<file path="config.mk">
export PLATFORM = sky130hd
export DESIGN_NAME = mem_wb_stage_flat
export DESIGN_NICKNAME = d
export VERILOG_FILES = /design/src/rtl/pipeline_pkg.sv /design/src/rtl/mem_wb_stage_if.sv /design/src/rtl/dmem_handshake.sv /design/src/rtl/mem_wb_stage.sv /design/src/flat_wrapper.sv
export SDC_FILE = /design/constraint.sdc
export NUM_CORES = 1
export LEC_CHECK = 0
export ABC_AREA = 1
export BUFFER_PORTS_ARGS = -buffer_cell sky130_fd_sc_hd__buf_2
export CAP_MARGIN = 5
export CORE_ASPECT_RATIO = 1.5
export CORE_MARGIN = 4
export CORE_UTILIZATION = 40
export CTS_BUF_LIST = sky130_fd_sc_hd__clkbuf_4
export CTS_CLUSTER_DIAMETER = 120
export DETAILED_ROUTE_END_ITERATION = 7
export GPL_TIMING_DRIVEN = 0
export PLACE_DENSITY_LB_ADDON = 0.08
export SLEW_MARGIN = 15
export SYNTH_ARGS = -nofsm -noshare
export SYNTH_HDL_FRONTEND = slang
export SYNTH_SLANG_ARGS = --single-unit
</file>
<file path="constraint.sdc">
create_clock -name clk -period 1.8 [get_ports clk]
set_input_delay 0 -clock clk [delete_from_list [all_inputs] [get_ports clk]]
set_output_delay 0 -clock clk [all_outputs]
set_load 0.01 [all_outputs]
</file>
<file path="src/rtl/pipeline_pkg.sv">
// Shared types and default widths for the memory/writeback slice of the pipelined core.
package pipeline_pkg;

  localparam int unsigned DATA_W_DEF  = 32;
  localparam int unsigned REG_AW_DEF  = 4;
  localparam int unsigned TIMEOUT_DEF = 15;
  localparam int unsigned CNT_W       = 8;

  typedef enum logic {
    ST_IDLE = 1'b0,
    ST_WAIT = 1'b1
  } dmem_state_e;

endpackage

</file>
<file path="src/rtl/mem_wb_stage_if.sv">
// Data-memory request/acknowledge bus between the M stage (master) and data memory (slave).
interface mem_wb_stage_if
  import pipeline_pkg::*;
#(
  parameter int unsigned DATA_W = DATA_W_DEF
) ();

  logic              DMemReq;
  logic              DMemWe;
  logic [DATA_W-1:0] DMemAddr;
  logic [DATA_W-1:0] DMemWData;
  logic [DATA_W-1:0] DMemRData;
  logic              DMemAck;

  modport master (
    output DMemReq, DMemWe, DMemAddr, DMemWData,
    input  DMemRData, DMemAck
  );

  modport slave (
    input  DMemReq, DMemWe, DMemAddr, DMemWData,
    output DMemRData, DMemAck
  );

endinterface

</file>
<file path="src/rtl/dmem_handshake.sv">
// Request/ack sequencing for the M-stage memory op: wait FSM, timeout counter,
// done tracking, stall request and the sticky timeout error flag.
module dmem_handshake
  import pipeline_pkg::*;
#(
  parameter int unsigned TIMEOUT = TIMEOUT_DEF
) (
  input  logic clk,
  input  logic reset,
  input  logic i_mem_op,
  input  logic i_ack,
  output logic o_req,
  output logic o_stall,
  output logic o_mem_err
);

  dmem_state_e      r_state;
  logic [CNT_W-1:0] r_cnt;
  logic             r_done;
  logic             r_mem_err;

  logic w_req;
  logic w_ack;
  logic w_timeout_hit;
  logic w_complete;
  logic w_stall;

  // An ack in the same cycle as the counter limit wins: the data is valid.
  assign w_req         = i_mem_op & ~r_done;
  assign w_ack         = i_ack & w_req;
  assign w_timeout_hit = w_req & ~w_ack & (r_state == ST_WAIT) & (r_cnt == CNT_W'(TIMEOUT));
  assign w_complete    = w_ack | w_timeout_hit;
  assign w_stall       = w_req & ~w_complete;

  always_ff @(posedge clk or negedge reset) begin
    if (!reset) begin
      r_state   <= ST_IDLE;
      r_cnt     <= '0;
      r_done    <= 1'b0;
      r_mem_err <= 1'b0;
    end else begin
      // E/M reloads whenever the stall is released, which also retires the op.
      if (!w_stall)        r_done <= 1'b0;
      else if (w_complete) r_done <= 1'b1;

      if (w_timeout_hit) r_mem_err <= 1'b1;

      case (r_state)
        ST_IDLE: begin
          if (w_req && !w_ack) begin
            r_state <= ST_WAIT;
            r_cnt   <= CNT_W'(1);
          end else begin
            r_cnt   <= '0;
          end
        end
        ST_WAIT: begin
          if (w_complete || !w_req) begin
            r_state <= ST_IDLE;
            r_cnt   <= '0;
          end else if (r_cnt != '1) begin
            r_cnt   <= r_cnt + CNT_W'(1);
          end
        end
        default: begin
          r_state <= ST_IDLE;
          r_cnt   <= '0;
        end
      endcase
    end
  end

  assign o_req     = w_req;
  assign o_stall   = w_stall;
  assign o_mem_err = r_mem_err;

endmodule

</file>
<file path="src/rtl/mem_wb_stage.sv">
// Memory and writeback stages: E/M and M/W pipeline registers, data-memory
// handshake and the writeback result mux.
module mem_wb_stage
  import pipeline_pkg::*;
#(
  parameter int unsigned DATA_W  = DATA_W_DEF,
  parameter int unsigned REG_AW  = REG_AW_DEF,
  parameter int unsigned TIMEOUT = TIMEOUT_DEF
) (
  input  logic              clk,
  input  logic              reset,
  input  logic              RegWriteE,
  input  logic              MemtoRegE,
  input  logic              MemWriteE,
  input  logic              PCSrcE,
  input  logic [REG_AW-1:0] RdE,
  input  logic [DATA_W-1:0] ALUResultE,
  input  logic [DATA_W-1:0] WriteDataE,
  mem_wb_stage_if.master    dmem,
  output logic [DATA_W-1:0] ALUResultM,
  output logic [REG_AW-1:0] RdM,
  output logic              RegWriteM,
  output logic [REG_AW-1:0] RdW,
  output logic              RegWriteW,
  output logic              PCSrcW,
  output logic [DATA_W-1:0] ResultW,
  output logic              StallM,
  output logic              MemErr
);

  logic              r_reg_write_m;
  logic              r_mem_to_reg_m;
  logic              r_mem_write_m;
  logic              r_pc_src_m;
  logic [REG_AW-1:0] r_rd_m;
  logic [DATA_W-1:0] r_alu_result_m;
  logic [DATA_W-1:0] r_write_data_m;

  logic              r_reg_write_w;
  logic              r_mem_to_reg_w;
  logic              r_pc_src_w;
  logic [REG_AW-1:0] r_rd_w;
  logic [DATA_W-1:0] r_alu_result_w;
  logic [DATA_W-1:0] r_read_data_w;

  logic              w_req;
  logic              w_stall;
  logic              w_mem_err;
  logic [DATA_W-1:0] w_read_data;

  dmem_handshake #(
    .TIMEOUT (TIMEOUT)
  ) u_handshake (
    .clk       (clk),
    .reset     (reset),
    .i_mem_op  (r_mem_to_reg_m | r_mem_write_m),
    .i_ack     (dmem.DMemAck),
    .o_req     (w_req),
    .o_stall   (w_stall),
    .o_mem_err (w_mem_err)
  );

  // Captured load data: real data on ack, zero when the access timed out.
  assign w_read_data = (dmem.DMemAck && w_req) ? dmem.DMemRData : '0;

  always_ff @(posedge clk or negedge reset) begin
    if (!reset) begin
      r_reg_write_m  <= 1'b0;
      r_mem_to_reg_m <= 1'b0;
      r_mem_write_m  <= 1'b0;
      r_pc_src_m     <= 1'b0;
      r_rd_m         <= '0;
      r_alu_result_m <= '0;
      r_write_data_m <= '0;
    end else if (!w_stall) begin
      r_reg_write_m  <= RegWriteE;
      r_mem_to_reg_m <= MemtoRegE;
      r_mem_write_m  <= MemWriteE;
      r_pc_src_m     <= PCSrcE;
      r_rd_m         <= RdE;
      r_alu_result_m <= ALUResultE;
      r_write_data_m <= WriteDataE;
    end
  end

  // A stalled M stage feeds a bubble into W so nothing is written back twice.
  always_ff @(posedge clk or negedge reset) begin
    if (!reset) begin
      r_reg_write_w  <= 1'b0;
      r_mem_to_reg_w <= 1'b0;
      r_pc_src_w     <= 1'b0;
      r_rd_w         <= '0;
      r_alu_result_w <= '0;
      r_read_data_w  <= '0;
    end else if (!w_stall) begin
      r_reg_write_w  <= r_reg_write_m;
      r_mem_to_reg_w <= r_mem_to_reg_m;
      r_pc_src_w     <= r_pc_src_m;
      r_rd_w         <= r_rd_m;
      r_alu_result_w <= r_alu_result_m;
      r_read_data_w  <= w_read_data;
    end else begin
      r_reg_write_w  <= 1'b0;
      r_pc_src_w     <= 1'b0;
    end
  end

  assign dmem.DMemReq   = w_req;
  assign dmem.DMemWe    = r_mem_write_m & w_req;
  assign dmem.DMemAddr  = r_alu_result_m;
  assign dmem.DMemWData = r_write_data_m;

  assign ALUResultM = r_alu_result_m;
  assign RdM        = r_rd_m;
  assign RegWriteM  = r_reg_write_m;
  assign RdW        = r_rd_w;
  assign RegWriteW  = r_reg_write_w;
  assign PCSrcW     = r_pc_src_w;
  assign ResultW    = r_mem_to_reg_w ? r_read_data_w : r_alu_result_w;
  assign StallM     = w_stall;
  assign MemErr     = w_mem_err;

endmodule

</file>
<file path="src/flat_wrapper.sv">
// flat-port wrapper written by rule: the top's interface ports become plain ports
module mem_wb_stage_flat import pipeline_pkg::*;
#(
  parameter int unsigned DATA_W  = DATA_W_DEF,
  parameter int unsigned REG_AW  = REG_AW_DEF,
  parameter int unsigned TIMEOUT = TIMEOUT_DEF
)
  (clk, reset, RegWriteE, MemtoRegE, MemWriteE, PCSrcE, RdE, ALUResultE, WriteDataE, ALUResultM, RdM, RegWriteM, RdW, RegWriteW, PCSrcW, ResultW, StallM, MemErr, dmem_DMemReq, dmem_DMemWe, dmem_DMemAddr, dmem_DMemWData, dmem_DMemRData, dmem_DMemAck);
  mem_wb_stage_if #(.DATA_W(DATA_W)) dmem_i ();
  input  logic clk;
  input  logic reset;
  input  logic RegWriteE;
  input  logic MemtoRegE;
  input  logic MemWriteE;
  input  logic PCSrcE;
  input  logic [REG_AW-1:0] RdE;
  input  logic [DATA_W-1:0] ALUResultE;
  input  logic [DATA_W-1:0] WriteDataE;
  output logic [DATA_W-1:0] ALUResultM;
  output logic [REG_AW-1:0] RdM;
  output logic RegWriteM;
  output logic [REG_AW-1:0] RdW;
  output logic RegWriteW;
  output logic PCSrcW;
  output logic [DATA_W-1:0] ResultW;
  output logic StallM;
  output logic MemErr;
  output wire logic [$bits(dmem_i.DMemReq)-1:0] dmem_DMemReq;
  output wire logic [$bits(dmem_i.DMemWe)-1:0] dmem_DMemWe;
  output wire logic [$bits(dmem_i.DMemAddr)-1:0] dmem_DMemAddr;
  output wire logic [$bits(dmem_i.DMemWData)-1:0] dmem_DMemWData;
  input wire logic [$bits(dmem_i.DMemRData)-1:0] dmem_DMemRData;
  input wire logic [$bits(dmem_i.DMemAck)-1:0] dmem_DMemAck;
  assign dmem_DMemReq = dmem_i.DMemReq;
  assign dmem_DMemWe = dmem_i.DMemWe;
  assign dmem_DMemAddr = dmem_i.DMemAddr;
  assign dmem_DMemWData = dmem_i.DMemWData;
  assign dmem_i.DMemRData = dmem_DMemRData;
  assign dmem_i.DMemAck = dmem_DMemAck;
  mem_wb_stage #(.DATA_W(DATA_W), .REG_AW(REG_AW), .TIMEOUT(TIMEOUT)) u_core (.clk(clk), .reset(reset), .RegWriteE(RegWriteE), .MemtoRegE(MemtoRegE), .MemWriteE(MemWriteE), .PCSrcE(PCSrcE), .RdE(RdE), .ALUResultE(ALUResultE), .WriteDataE(WriteDataE), .dmem(dmem_i), .ALUResultM(ALUResultM), .RdM(RdM), .RegWriteM(RegWriteM), .RdW(RdW), .RegWriteW(RegWriteW), .PCSrcW(PCSrcW), .ResultW(ResultW), .StallM(StallM), .MemErr(MemErr));
endmodule
</file>
# Word-level counts from Yosys, hierarchy flattened
# Cells that the tools add are included.
[word_totals] output_inout_bits=143 reg_bits=154 wordCells=53
[classes] n_mux=13 addsub=1 n_reduce_logical=5 n_eq_ne=4 bitwise_logic=13
[ops] operator="2-to-1 mux 32 bit" count=2
[ops] operator="2-to-1 mux 8 bit" count=2
[ops] operator="case mux 8 bit (2 select lines)" count=1
[ops] operator="adder 8 x 1 -> 8 bit, second input constant" count=1
[ops] operator="equality test 8 x 4 -> 1 bit, second input constant" count=1
[ops] operator="!= test 8 bit, second input constant" count=1
[ops] operator="AND 1 bit" count=7
[ops] operator="2-to-1 mux 1 bit" count=7
[ops] operator="inverter 1 bit" count=4
[ops] operator="!= test 3 x 1 -> 1 bit, second input constant" count=1
[ops] operator="logical AND 1 bit" count=2
[ops] operator="logical NOT 1 bit" count=2
[ops] operator="!= test 2 bit, second input constant" count=1
[ops] operator="bitwise OR 1 bit" count=2
[ops] operator="case mux 1 bit (2 select lines)" count=1
[ops] operator="logical OR 1 bit" count=1

# Depth between registers and ports, before layout
# Gate-level depths: netlist of run 1.
[depth] word_depth=11 ltp_mapped=10

# By module
# From an unflattened synthesis of run 1, not the netlist that was laid out.
[hier_totals] cells_unflattened=855 hier_area_um2=6990.5
[modules_own_cells] mod="mem_wb_stage" area_each_um2=6338.6 cells_each=769 seq_area_each_um2=3578.4 instances=1
[modules_own_cells] mod="dmem_handshake" area_each_um2=651.9 cells_each=86 seq_area_each_um2=275.3 instances=1

# Least setup slack after synthesis of run 1
# No wires, ideal clock.
[synth_timing] path_type="reg-to-reg" startpoint="register u_core.u_handshake.r_cnt[0]" endpoint="register u_core.r_write_data_m[10] (netlist: u_core.dmem.DMemWData[10])" setup_slack_ns=0.361 arrival_time_ns=1.322 required_ns=1.683 synth_period_minus_slack_ns=1.439 n_path_buf=2 path_stages_with_launch=10 cell_sequence="dfrtp_1 -> ha_1 -> nand3_2 -> inv_2 -> nand3_4 -> nand2_4 -> buf_4 -> buf_4 -> nand2_1 -> nand2_1"
[synth_via] elab_chain_cells=5
[synth_rtl] element="start, declared" line="dmem_handshake.sv:18" text="logic [CNT_W-1:0] r_cnt;"
[synth_rtl] element="start signal, assigned" line="dmem_handshake.sv:62" text="r_cnt <= r_cnt + CNT_W'(1);"
[synth_rtl] element="equality test 8 x 4 -> 1 bit" line="dmem_handshake.sv:31" text="assign w_timeout_hit = w_req & ~w_ack & (r_state == ST_WAIT) & (r_cnt == CNT_W'(TIMEOUT));"
[synth_rtl] element="AND 1 bit" line="dmem_handshake.sv:31"
[synth_rtl] element="bitwise OR 1 bit" line="dmem_handshake.sv:32" text="assign w_complete = w_ack | w_timeout_hit;"
[synth_rtl] element="inverter 1 bit" line="dmem_handshake.sv:33" text="assign w_stall = w_req & ~w_complete;"
[synth_rtl] element="AND 1 bit" line="dmem_handshake.sv:33"
[synth_rtl] element="end signal, assigned" line="mem_wb_stage.sv:82" text="r_write_data_m <= WriteDataE;"
[synth_rtl] element="end, declared" line="mem_wb_stage.sv:37" text="logic [DATA_W-1:0] r_write_data_m;"
# No other way between the ends.
# A chain may end at the register's enable or synchronous reset.

# Final worst setup path of run 1
[layout_timing] startpoint="register u_core.u_handshake.r_cnt[1]" endpoint="output StallM"
[layout_via] elab_chain_cells=5
[layout_rtl] element="equality test 8 x 4 -> 1 bit" line="dmem_handshake.sv:31"
[layout_rtl] element="AND 1 bit" line="dmem_handshake.sv:31"
[layout_rtl] element="bitwise OR 1 bit" line="dmem_handshake.sv:32"
[layout_rtl] element="inverter 1 bit" line="dmem_handshake.sv:33"
[layout_rtl] element="AND 1 bit" line="dmem_handshake.sv:33"
[layout_rtl] element="end, declared" line="flat_wrapper.sv:26" text="output logic StallM;"
# No other way between the ends.

==> flow_summary.json, run 1 <==
{
  "fin_skew_ns": 0.0252,
  "main_combinational_cell_family_by_area_after_synthesis": "simple AND/OR/NAND/NOR gates",
  "outcome": "complete, no violations",
  "crit_fanout": 3,
  "synth_edf_count": 0,
  "fin_crit_share_pct": 97.0,
  "drt-total-wl_mm": 19.7,
  "timing.hold.worst.class": "input port to flop",
  "synth.area.top_cells": "sky130_fd_sc_hd__dfrtp_1 58%, sky130_fd_sc_hd__nand2_1 20%, sky130_fd_sc_hd__buf_4 4.3%",
  "cp-end-kind": "output pin",
  "std_cell_rows": 57,
  "worst-r2r-cell-count": 11,
  "drc_errors": 0,
  "netlist_area_um2": 6660,
  "slew_viol_final": 0,
  "post_synth_most_frequent_cells": "350 x sky130_fd_sc_hd__nand2_1, 154 x sky130_fd_sc_hd__dfrtp_1, 49 x sky130_fd_sc_hd__inv_1",
  "synth.largest_area_cell": "sky130_fd_sc_hd__dfrtp_1",
  "floorplan.initialDensity_pct": 41.0,
  "worstPathRequired_ns": 1.80,
  "synthMostInstantiatedCell": "sky130_fd_sc_hd__nand2_1",
  "report.power.total_mw": 7.95,
  "route.detailed.wl_per_inst_um": 14.2,
  "clk_latency_ns": 0.54,
  "post-route-util_pct": 59.9,
  "setup_repair_after_global_routing_missed_its_margin": "yes",
  "finalWeightedCongestion": 0.780,
  "ioPinCount": 250,
  "route.vias.total": 6314,
  "synthFlopType": "sky130_fd_sc_hd__dfrtp_1",
  "postSynthNetCount": 889,
  "layout_overhead_on_the_synthesized_area_pct": 46.1,
  "detailedPlacementHpwl_mm": 13.4,
  "timing.critical_path.cells": "ha_4 -> nand3_4 -> inv_4 -> nand3_4 -> nand2_4 -> inv_8 -> buf_8 -> buf_6",
  "synth_adder_area_share_pct": 0.188,
  "final.fill_count": 1520,
  "detailedPlace.worstSlack_ns": 0.0124,
  "worst_path_largest_cell_delay_ns": 0.44,
  "synthDominantCellAreaShare_pct": 57.8,
  "floorplan.core_area_um2": 16300,
  "ir_worst_vdd_v": 0.000441,
  "drive_gt1_share_pct": 31.2,
  "crit_family": "flip-flops",
  "timing.hold.worst_endpoint": "u_core.u_handshake.o_mem_err",
  "timing.final.crit_period_ns": 1.75,
  "crit_path_frequent_cell": "sky130_fd_sc_hd__nand3_4",
  "max-clock-path-buffers": 2,
  "finish.instance_area_um2": 9740,
  "crit_buf_inv": 4,
  "cellLeakagePower_nw": 5.32,
  "compound_gate_fraction_of_synth_area_pct": 6.42,
  "worst_slack_ns": 0.0542,
  "clock-root-buffer": "sky130_fd_sc_hd__clkbuf_4",
  "min_path_cells": 4,
  "htree_num_levels": 4,
  "asyncSetResetFlopFracSynth_pct": 100,
  "number_of_input_and_output_port_buffers_inserted": 248,
  "grt_util_all_layers_pct": 21.6,
  "setup.reg_to_reg.worst_slack_ns": 0.11,
  "worstSetupStartpoint": "u_core.u_handshake.r_cnt[1]",
  "synth_xor_xnor_area_share_pct": 0,
  "synth_sequential_area_ratio_pct": 57.8,
  "ant_nets": 0,
  "cts_tree": "done",
  "clkSlewWorstSetupHoldPaths_ns": 0.14,
  "grt_pass1_wl_mm": 32.7,
  "globalRoute.totalOverflow": 0,
  "worst_slew_pin_tran_ns": 0.522,
  "post_dp_cell_area_um2": 8200,
  "height_of_the_chip_um": 166,
  "hp-start": "dmem_DMemAck",
  "yosys_warnings": 0,
  "number_of_antenna_violations_at_the_first_check_in_global_routing": 1,
  "criticalPathCategory": "flop to output pin",
  "layout.nets": 1274,
  "worstReg2RegStart": "u_core.u_handshake.r_cnt[0]",
  "dieArea_um2": 18800,
  "critPathArrivalTime_ns": 1.75,
  "timing.max_slew.rel_slack_pct": 65.2,
  "flops_latches_synth": 154,
  "final-setup-viol-count": 0,
  "synth_simple_gate_area_share_pct": 24.9,
  "numCtsBuffers": 17,
  "timing_hold_violations_final": 0,
  "post_drt_via_cell_ratio": 4.56,
  "first_pass_iters": 5,
  "synth.avg_cell_area_um2": 8.53,
  "multi_input_comb_area_um2": 2130,
  "drv_cap": 0,
  "maxClockFrequency_mhz": 573,
  "netlist_instances": 781,
  "area.sequential_um2": 3850,
  "power_per_cell_area_nw_per_um2": 816,
  "reg2reg_to": "u_core.dmem.DMemWData[18]",
  "fin_tns_setup_ns": 0,
  "synthDistinctLibCells": 25,
  "drt_iter0_markers": 279,
  "grt_pass1_vias": 6393,
  "die_width_um": 113,
  "yosys-mux-area-fraction_pct": 0,
  "grt_start_max_net_pins": 90,
  "crit_path_start_kind": "flop",
  "crit_path_top_delay_cell": "sky130_fd_sc_hd__dfrtp_1",
  "cts_num_sinks": 154
}
## cells in the final DEF, fill, tap and decap left out, types with 3 or more instances in the layout
cell / Yosys / routed
sky130_fd_sc_hd__buf_2: 10 / 255
sky130_fd_sc_hd__nand3_1: 41 / 40
sky130_fd_sc_hd__buf_4: 38 / 47
sky130_fd_sc_hd__inv_6: 0 / 4
sky130_fd_sc_hd__dlygate4sd3_1: 0 / 108
sky130_fd_sc_hd__clkbuf_4: 0 / 25
sky130_fd_sc_hd__clkbuf_1: 13 / 6
sky130_fd_sc_hd__dfrtp_1: 154 / 153
sky130_fd_sc_hd__nand2_1: 350 / 350
sky130_fd_sc_hd__clkinvlp_4: 0 / 4
sky130_fd_sc_hd__o21ai_0: 42 / 37
sky130_fd_sc_hd__bufinv_16: 0 / 3
sky130_fd_sc_hd__nor2_1: 16 / 16
sky130_fd_sc_hd__buf_6: 11 / 12
sky130_fd_sc_hd__o21ai_1: 38 / 43
sky130_fd_sc_hd__inv_1: 49 / 48
## what timing repair did
| action | 4_1_cts | 5_1_grt |
|---|---|---|
| hold buffers | 108 | 0 |
| setup endpoints to repair | 53 | 50 |
| pin swaps | 2 | 2 |
| gates resized for setup | 24 | 12 |
| setup buffers | 7 | 2 |
| endpoints found under the hold margin | 258 | 0 |
## worst register-to-register path, delay by kind of cell, from the launching register on
family	cells	cell delay, ns
adder cells (fa/ha/maj)	1	0.18
buffers and inverters	5	0.62
flip-flops	1	0.46
AND/OR/NAND/NOR	5	0.36
## cells by family after synthesis
family	after synthesis
AND/OR/NAND/NOR	416
adder cells (fa/ha/maj)	1
flip-flops	154
other	1
buffers and inverters	125
AO/OA/AOI/OAI	84
## worst max-delay path by stage
stage / to / slack, ns / cells past startpoint
floorplan: u_core.dmem.DMemWData[10] / 0.36 / 9
global placement: u_core.ALUResultM[19] / -1.72 / 1
global route: StallM / -0.06 / 8
detailed placement: u_core.RdW[2] / 0.01 / 8
finish: StallM / 0.05 / 8
CTS: StallM / -0.02 / 8
## area by class of cell
cell class | instances | area share, %
antenna | 1 | 0.0257
buffer | 73 | 5.63
clock buffer | 18 | 1.39
clock inverter | 13 | 1.72
inverter | 52 | 2.11
multi-input combinational | 502 | 21.9
sequential | 154 | 39.6
tap | 206 | 2.65
timing repair buffer | 366 | 25.0
## per-layer routing
| metal | global-route usage [%] | up-vias | wire (um) |
|---|---|---|---|
| met5 | 0 | - | 0 |
| met4 | 7.11 | 0 | 369 |
| met3 | 4.27 | 25 | 1140 |
| met2 | 37.4 | 194 | 10200 |
| met1 | 26.9 | 2933 | 7970 |
| li1 | - | 3162 | - |
## stage by stage
stage	cells	hold slack, ns
4_1_cts	1382	0.0491
3_3_place_gp	1235	0.201
3_5_place_dp	1236	-0.0126
2_1_floorplan	781	-0.296
5_1_grt	1385	0.0419
6_report	1385	0.0711
## registers in the layout (all words and copies together), names as in the netlist, 4 cells and up
signal,flops
u_core.ALUResultM,32
u_core.dmem.DMemWData,32
u_core.r_alu_result_w,32
u_core.r_read_data_w,32
u_core.u_handshake.r_cnt,8
u_core.RdM,4
u_core.RdW,4
## where the power goes
group	switching [mW]	internal [mW]	leakage, nW	total, mW
registers	0.172	3.76	1.90	3.93
logic	0.943	0.809	3.27	1.75
clock network	1.28	0.985	0.150	2.27
total	2.40	5.55	5.32	7.95
Note: power is estimated with default switching activity, not from simulation.
==> run 2, diff against run 1 <==
==> constraint.sdc (replaced) <==
create_clock -name clk -period 1.8 [get_ports clk]
set_input_delay 0.36 -clock clk [delete_from_list [all_inputs] [get_ports clk]]
set_output_delay 0.36 -clock clk [all_outputs]
set_load 0.01 [all_outputs]
==> run 2 against run 1 <==
Critical path depth stayed put. Setup slack worse by 0.37 ns. Via count is 1.5% lower. Global-route usage is 0.076 points higher. Largest cell class unchanged. Sequential power hardly changed. The run now ends with setup timing left. Clock power hardly changed. Hold slack worse by 0.036 ns. Core utilization is 1.1 points higher.
==> flow_summary.json, run 2 (synthesis results as in run 1) <==
{
  "maxClockFrequency_mhz": 473,
  "floorplan.core_area_um2": 16300,
  "globalRoute.totalOverflow": 0,
  "post_drt_via_cell_ratio": 4.59,
  "drt-total-wl_mm": 20.0,
  "timing.max_slew.rel_slack_pct": 66.4,
  "cellLeakagePower_nw": 5.49,
  "worst_path_largest_cell_delay_ns": 0.43,
  "crit_fanout": 3,
  "criticalPathCategory": "flop to output pin",
  "setup.reg_to_reg.worst_slack_ns": 0.12,
  "timing.critical_path.cells": "ha_4 -> nand3_4 -> inv_4 -> nand3_4 -> nand2_4 -> inv_8 -> buf_8 -> buf_6",
  "number_of_input_and_output_port_buffers_inserted": 248,
  "cts_tree": "done",
  "grt_pass1_wl_mm": 32.6,
  "slew_viol_final": 0,
  "min_path_cells": 3,
  "timing.final.crit_period_ns": 2.11,
  "report.power.total_mw": 8.23,
  "fin_crit_share_pct": 117,
  "crit_path_top_delay_cell": "sky130_fd_sc_hd__dfrtp_1",
  "crit_path_frequent_cell": "sky130_fd_sc_hd__nand3_4",
  "layout.nets": 1243,
  "worst_slew_pin_tran_ns": 0.505,
  "ioPinCount": 250,
  "finalWeightedCongestion": 0.780,
  "post-route-util_pct": 60.9,
  "final_common_cell": "sky130_fd_sc_hd__nand2_1",
  "crit_path_start_kind": "flop",
  "route.vias.total": 6218,
  "violations": "setup timing",
  "clock-root-buffer": "sky130_fd_sc_hd__clkbuf_4",
  "first_pass_iters": 4,
  "ant_nets": 0,
  "reg2reg_to": "u_core.dmem.DMemWData[18]",
  "worstReg2RegStart": "u_core.u_handshake.r_cnt[0]",
  "ir_worst_vdd_v": 0.000457,
  "worst_slack_ns": -0.313,
  "hp-start": "dmem_DMemRData[10]",
  "drv_cap": 0,
  "outcome": "finished, violations left",
  "height_of_the_chip_um": 166,
  "std_cell_rows": 57,
  "route.detailed.wl_per_inst_um": 14.7,
  "worstPathRequired_ns": 1.44,
  "power_per_cell_area_nw_per_um2": 830,
  "max-clock-path-buffers": 2,
  "grt_pass1_vias": 6295,
  "dieArea_um2": 18800,
  "setup_repair_after_global_routing_missed_its_margin": "yes",
  "grt_util_all_layers_pct": 21.7,
  "fin_skew_ns": 0.0263,
  "layout.cells.most_common_list": "319 x sky130_fd_sc_hd__nand2_1, 248 x sky130_fd_sc_hd__buf_2, 152 x sky130_fd_sc_hd__dfrtp_1",
  "grt_start_max_net_pins": 90,
  "cts_num_sinks": 154,
  "timing_hold_violations_final": 0,
  "detailedPlace.worstSlack_ns": -0.282,
  "numCtsBuffers": 17,
  "critPathArrivalTime_ns": 1.75,
  "floorplan.initialDensity_pct": 41.0,
  "final-setup-viol-count": 34,
  "drive_gt1_share_pct": 38.1,
  "htree_num_levels": 4,
  "layout_overhead_on_the_synthesized_area_pct": 48.7,
  "fin_tns_setup_ns": -3.98,
  "number_of_antenna_violations_at_the_first_check_in_global_routing": 4,
  "worst-r2r-cell-count": 11,
  "clk_latency_ns": 0.55,
  "drt_iter0_markers": 260,
  "drc_errors": 0,
  "detailedPlacementHpwl_mm": 13.4,
  "cp-end-kind": "output pin",
  "die_width_um": 113,
  "clkSlewWorstSetupHoldPaths_ns": 0.14,
  "timing.hold.worst.class": "input port to flop",
  "timing.hold.worst_endpoint": "u_core.r_read_data_w[10]"
}
[run 2: repair_timing]
item | 4_1_cts | 5_1_grt
resized for setup | 127 | 52
cloned | 6 | 0
pin swaps | 19 | 5
setup buffers | 14 | 4
hold buffers | 64 | 0
hold endpoints to repair | 128 | 0
setup endpoints to repair | 54 | 69
[run 2: report_power, final]
| group | total (mW) | internal [mW] | switching (mW) | leakage, nW |
|---|---|---|---|---|
| clock network | 2.28 | 0.985 | 1.29 | 0.150 |
| registers | 3.95 | 3.76 | 0.191 | 1.90 |
| logic | 2.00 | 0.954 | 1.05 | 3.44 |
| total | 8.23 | 5.70 | 2.53 | 5.49 |
[run 2: final cells by class]
| type | instances | area (um2) |
|---|---|---|
| Sequential cell | 154 | 3860 |
| Clock inverter | 13 | 168 |
| Fill cell | 1518 | 6350 |
| Antenna cell | 3 | 7.51 |
| Clock buffer | 18 | 135 |
| Multi-Input combinational cell | 502 | 2420 |
| Timing Repair Buffer | 336 | 2210 |
| Buffer | 72 | 642 |
| Tap cell | 206 | 258 |
| Inverter | 52 | 208 |
[run 2: worst max-delay path by stage]
stage | startpoint | end | slack, ns | depth (start not counted)
after floorplan | u_core.u_handshake.r_cnt[0] | StallM | 0.22 | 7
after global placement | reset | u_core.ALUResultM[19] | -2.08 | 1
after detailed placement | u_core.u_handshake.r_cnt[0] | StallM | -0.28 | 8
after CTS | u_core.u_handshake.r_cnt[0] | StallM | -0.38 | 8
after global routing | u_core.u_handshake.r_cnt[1] | StallM | -0.42 | 8
final | u_core.u_handshake.r_cnt[1] | StallM | -0.31 | 8
[run 2: layer usage]
layer | wire (um) | track usage, %
met1 | 7940 | 26.7
met2 | 10400 | 37.3
met3 | 1290 | 4.89
met4 | 336 | 7.27
met5 | 13 | 0
[run 2: stage by stage]
stage	std cells	hold WS, ns	cell area [um2]
3_3_place_gp	1235	0.451	8160
6_report	1356	0.0352	9910
3_5_place_dp	1236	0.347	8200
5_1_grt	1356	0.00248	9910
2_1_floorplan	781	0.0644	6660
4_1_cts	1351	0.000658	9710
[run 2: critical path, delay by kind of cell, from the launching register on]
family / cells / cell delay (ns)
flip-flops: 1 / 0.43
AND/OR/NAND/NOR: 3 / 0.26
adder cells (fa/ha/maj): 1 / 0.17
buffers and inverters: 4 / 0.33
==> run 3, diff against run 2 <==
--- a/config.mk
+++ b/config.mk
@@ -8,7 +8,6 @@
 export ABC_AREA = 1
 export BUFFER_PORTS_ARGS = -buffer_cell sky130_fd_sc_hd__buf_2
 export CAP_MARGIN = 5
-export CORE_ASPECT_RATIO = 1.5
 export CORE_MARGIN = 4
 export CORE_UTILIZATION = 40
 export CTS_BUF_LIST = sky130_fd_sc_hd__clkbuf_4
==> run 3 against run 2 <==
The flow still finishes with violations (setup timing). Sequential share of layout area down 1.8 points. Combinational power rose by 5%. Final cell count rose by 3.5%. Clock skew decreased by 0.0071 ns. Maximum frequency up 5.5%. Hold slack better by 0.032 ns. Clock power is 3% lower. Register-to-register slack worse by 0.06 ns. Total power increased by 0.44%. Critical path type unchanged. Largest power group unchanged.
==> flow_summary.json, run 3 (synthesis results as in run 1) <==
{
  "outcome": "finished, violations left",
  "violations": "setup timing",
  "critPathArrivalTime_ns": 1.64,
  "first_pass_iters": 4,
  "grt_pass1_wl_mm": 32.6,
  "final-setup-viol-count": 34,
  "numCtsBuffers": 17,
  "hp-start": "dmem_DMemRData[7]",
  "cp-end-kind": "output pin",
  "criticalPathCategory": "flop to output pin",
  "timing.max_slew.rel_slack_pct": 66.0,
  "layout_overhead_on_the_synthesized_area_pct": 55.7,
  "worst_path_largest_cell_delay_ns": 0.46,
  "drt_iter0_markers": 284,
  "floorplan.core_area_um2": 16100,
  "detailedPlacementHpwl_mm": 13.6,
  "worst_slew_pin_tran_ns": 0.510,
  "timing_hold_violations_final": 0,
  "crit_path_top_delay_cell": "sky130_fd_sc_hd__dfrtp_2",
  "crit_path_start_kind": "flop",
  "fin_skew_ns": 0.0192,
  "globalRoute.totalOverflow": 0,
  "height_of_the_chip_um": 137,
  "final.fill_count": 1356,
  "post_drt_via_cell_ratio": 4.54,
  "ant_nets": 0,
  "post-route-util_pct": 64.4,
  "route.detailed.wl_per_inst_um": 14.5,
  "htree_num_levels": 4,
  "drive_gt1_share_pct": 37.3,
  "timing.critical_path.cells": "clkbuf_16 -> clkbuf_16 -> o21ai_4 -> buf_6",
  "worst_slack_ns": -0.203,
  "floorplan.initialDensity_pct": 41.4,
  "worst-r2r-cell-count": 12,
  "maxClockFrequency_mhz": 499,
  "grt_start_max_net_pins": 90,
  "die_width_um": 137,
  "clock-root-buffer": "sky130_fd_sc_hd__clkbuf_4",
  "cts_tree": "done",
  "cellLeakagePower_nw": 5.70,
  "clkSlewWorstSetupHoldPaths_ns": 0.12,
  "layout.cells.most_common_list": "318 x sky130_fd_sc_hd__nand2_1, 245 x sky130_fd_sc_hd__buf_2, 153 x sky130_fd_sc_hd__dfrtp_1",
  "layout.cells.non_filler": 1404,
  "dp.cells": 1246,
  "clk_latency_ns": 0.55,
  "crit_fanout": 8,
  "final_common_cell": "sky130_fd_sc_hd__nand2_1",
  "grt_util_all_layers_pct": 22.1,
  "slew_viol_final": 0,
  "reg2reg_to": "u_core.dmem.DMemWData[19]",
  "ioPinCount": 250,
  "power_per_cell_area_nw_per_um2": 797,
  "min_path_cells": 3,
  "timing.final.crit_period_ns": 2.00,
  "worstPathRequired_ns": 1.44,
  "timing.hold.worst.class": "input port to flop",
  "number_of_antenna_violations_at_the_first_check_in_global_routing": 0,
  "crit_path_frequent_cell": "sky130_fd_sc_hd__clkbuf_16",
  "multi_input_comb_area_um2": 2450,
  "layout.nets": 1282,
  "number_of_input_and_output_port_buffers_inserted": 248,
  "setup_repair_after_global_routing_missed_its_margin": "yes",
  "max-clock-path-buffers": 2,
  "drc_errors": 0,
  "timing.hold.worst_endpoint": "u_core.r_read_data_w[7]",
  "cts_num_sinks": 154,
  "ir_worst_vdd_v": 0.000441,
  "grt_pass1_vias": 6533,
  "drt-total-wl_mm": 20.4,
  "dieArea_um2": 18800,
  "drv_cap": 0,
  "fin_crit_share_pct": 111,
  "area.sequential_um2": 3850,
  "finalWeightedCongestion": 0.791,
  "setup.reg_to_reg.worst_slack_ns": 0.06,
  "std_cell_rows": 46,
  "worstReg2RegStart": "u_core.u_handshake.r_cnt[6]",
  "route.vias.total": 6371
}
## run 3: changes by cell type in the layout (fill, tap and decap cells not counted), sizes merged
cell,previous run,this run
clkbuf,29,33
inv,56,52
buf,333,332
dlygate4sd3,64,101
diode,3,1
clkinv,2,6
## run 3: worst max-delay path by stage
stage | start | to | slack [ns] | cells past startpoint
detailed placement | u_core.u_handshake.r_cnt[0] | StallM | -0.26 | 8
global route | u_core.u_handshake.r_cnt[0] | StallM | -0.31 | 7
CTS | u_core.u_handshake.r_cnt[1] | StallM | -0.38 | 8
global placement | reset | u_core.r_alu_result_w[8] | -2.04 | 1
floorplan | u_core.u_handshake.r_cnt[0] | StallM | 0.22 | 7
finish | u_core.r_mem_to_reg_w | ResultW[25] | -0.20 | 4
## run 3: cell type report
class | count | share of cell area (%)
Sequential cell | 154 | 37.2
Timing Repair Buffer | 376 | 25.2
Inverter | 52 | 2.03
Antenna cell | 1 | 0.0241
Clock buffer | 19 | 1.38
Clock inverter | 13 | 1.47
Buffer | 71 | 6.50
Tap cell | 216 | 2.61
Multi-Input combinational cell | 502 | 23.6
## run 3: layer usage
layer  up-vias  wire length [um]  GRT usage, %
li1       3187                 -             -
met2       182             10000          36.2
met4         0               329          7.15
met1      2978              8770          29.0
met5         -                 0             0
met3        24              1240          5.55
## run 3: timing repair
item / CTS / global route
gates resized for setup: 140 / 61
pin swaps: 17 / 4
endpoints found under the hold margin: 165 / 0
hold buffers: 101 / 0
cloned: 6 / 0
setup endpoints to repair: 35 / 35
buffers inserted: 12 / 9
## run 3: worst max-delay path, delay by kind of cell (launching register included)
kind | cells | cell delay, ns
AO/OA/AOI/OAI | 1 | 0.14
buffers and inverters | 3 | 0.48
flip-flops | 1 | 0.46
## run 3: power by group
part	internal (mW)	total [mW]	switching [mW]	leakage, nW
Combinational	1.03	2.10	1.07	3.65
Sequential	3.76	3.95	0.192	1.90
Clock	0.979	2.21	1.23	0.152
## run 3: through the flow
step                TNS (ns)  worst slack, ns  hold slack [ns]  power [mW]  instance area (um2)
floorplan                  0            0.216           0.0644        4.79                 6660
global placement     -315.03            -2.04            0.452        5.52                 8180
detailed placement     -3.13           -0.260            0.356        5.55                 8210
CTS                    -8.93           -0.384         0.000925        8.27                10100
global route           -9.19           -0.314           0.0287        8.74                10400
finish                 -5.53           -0.203           0.0669        8.26                10400
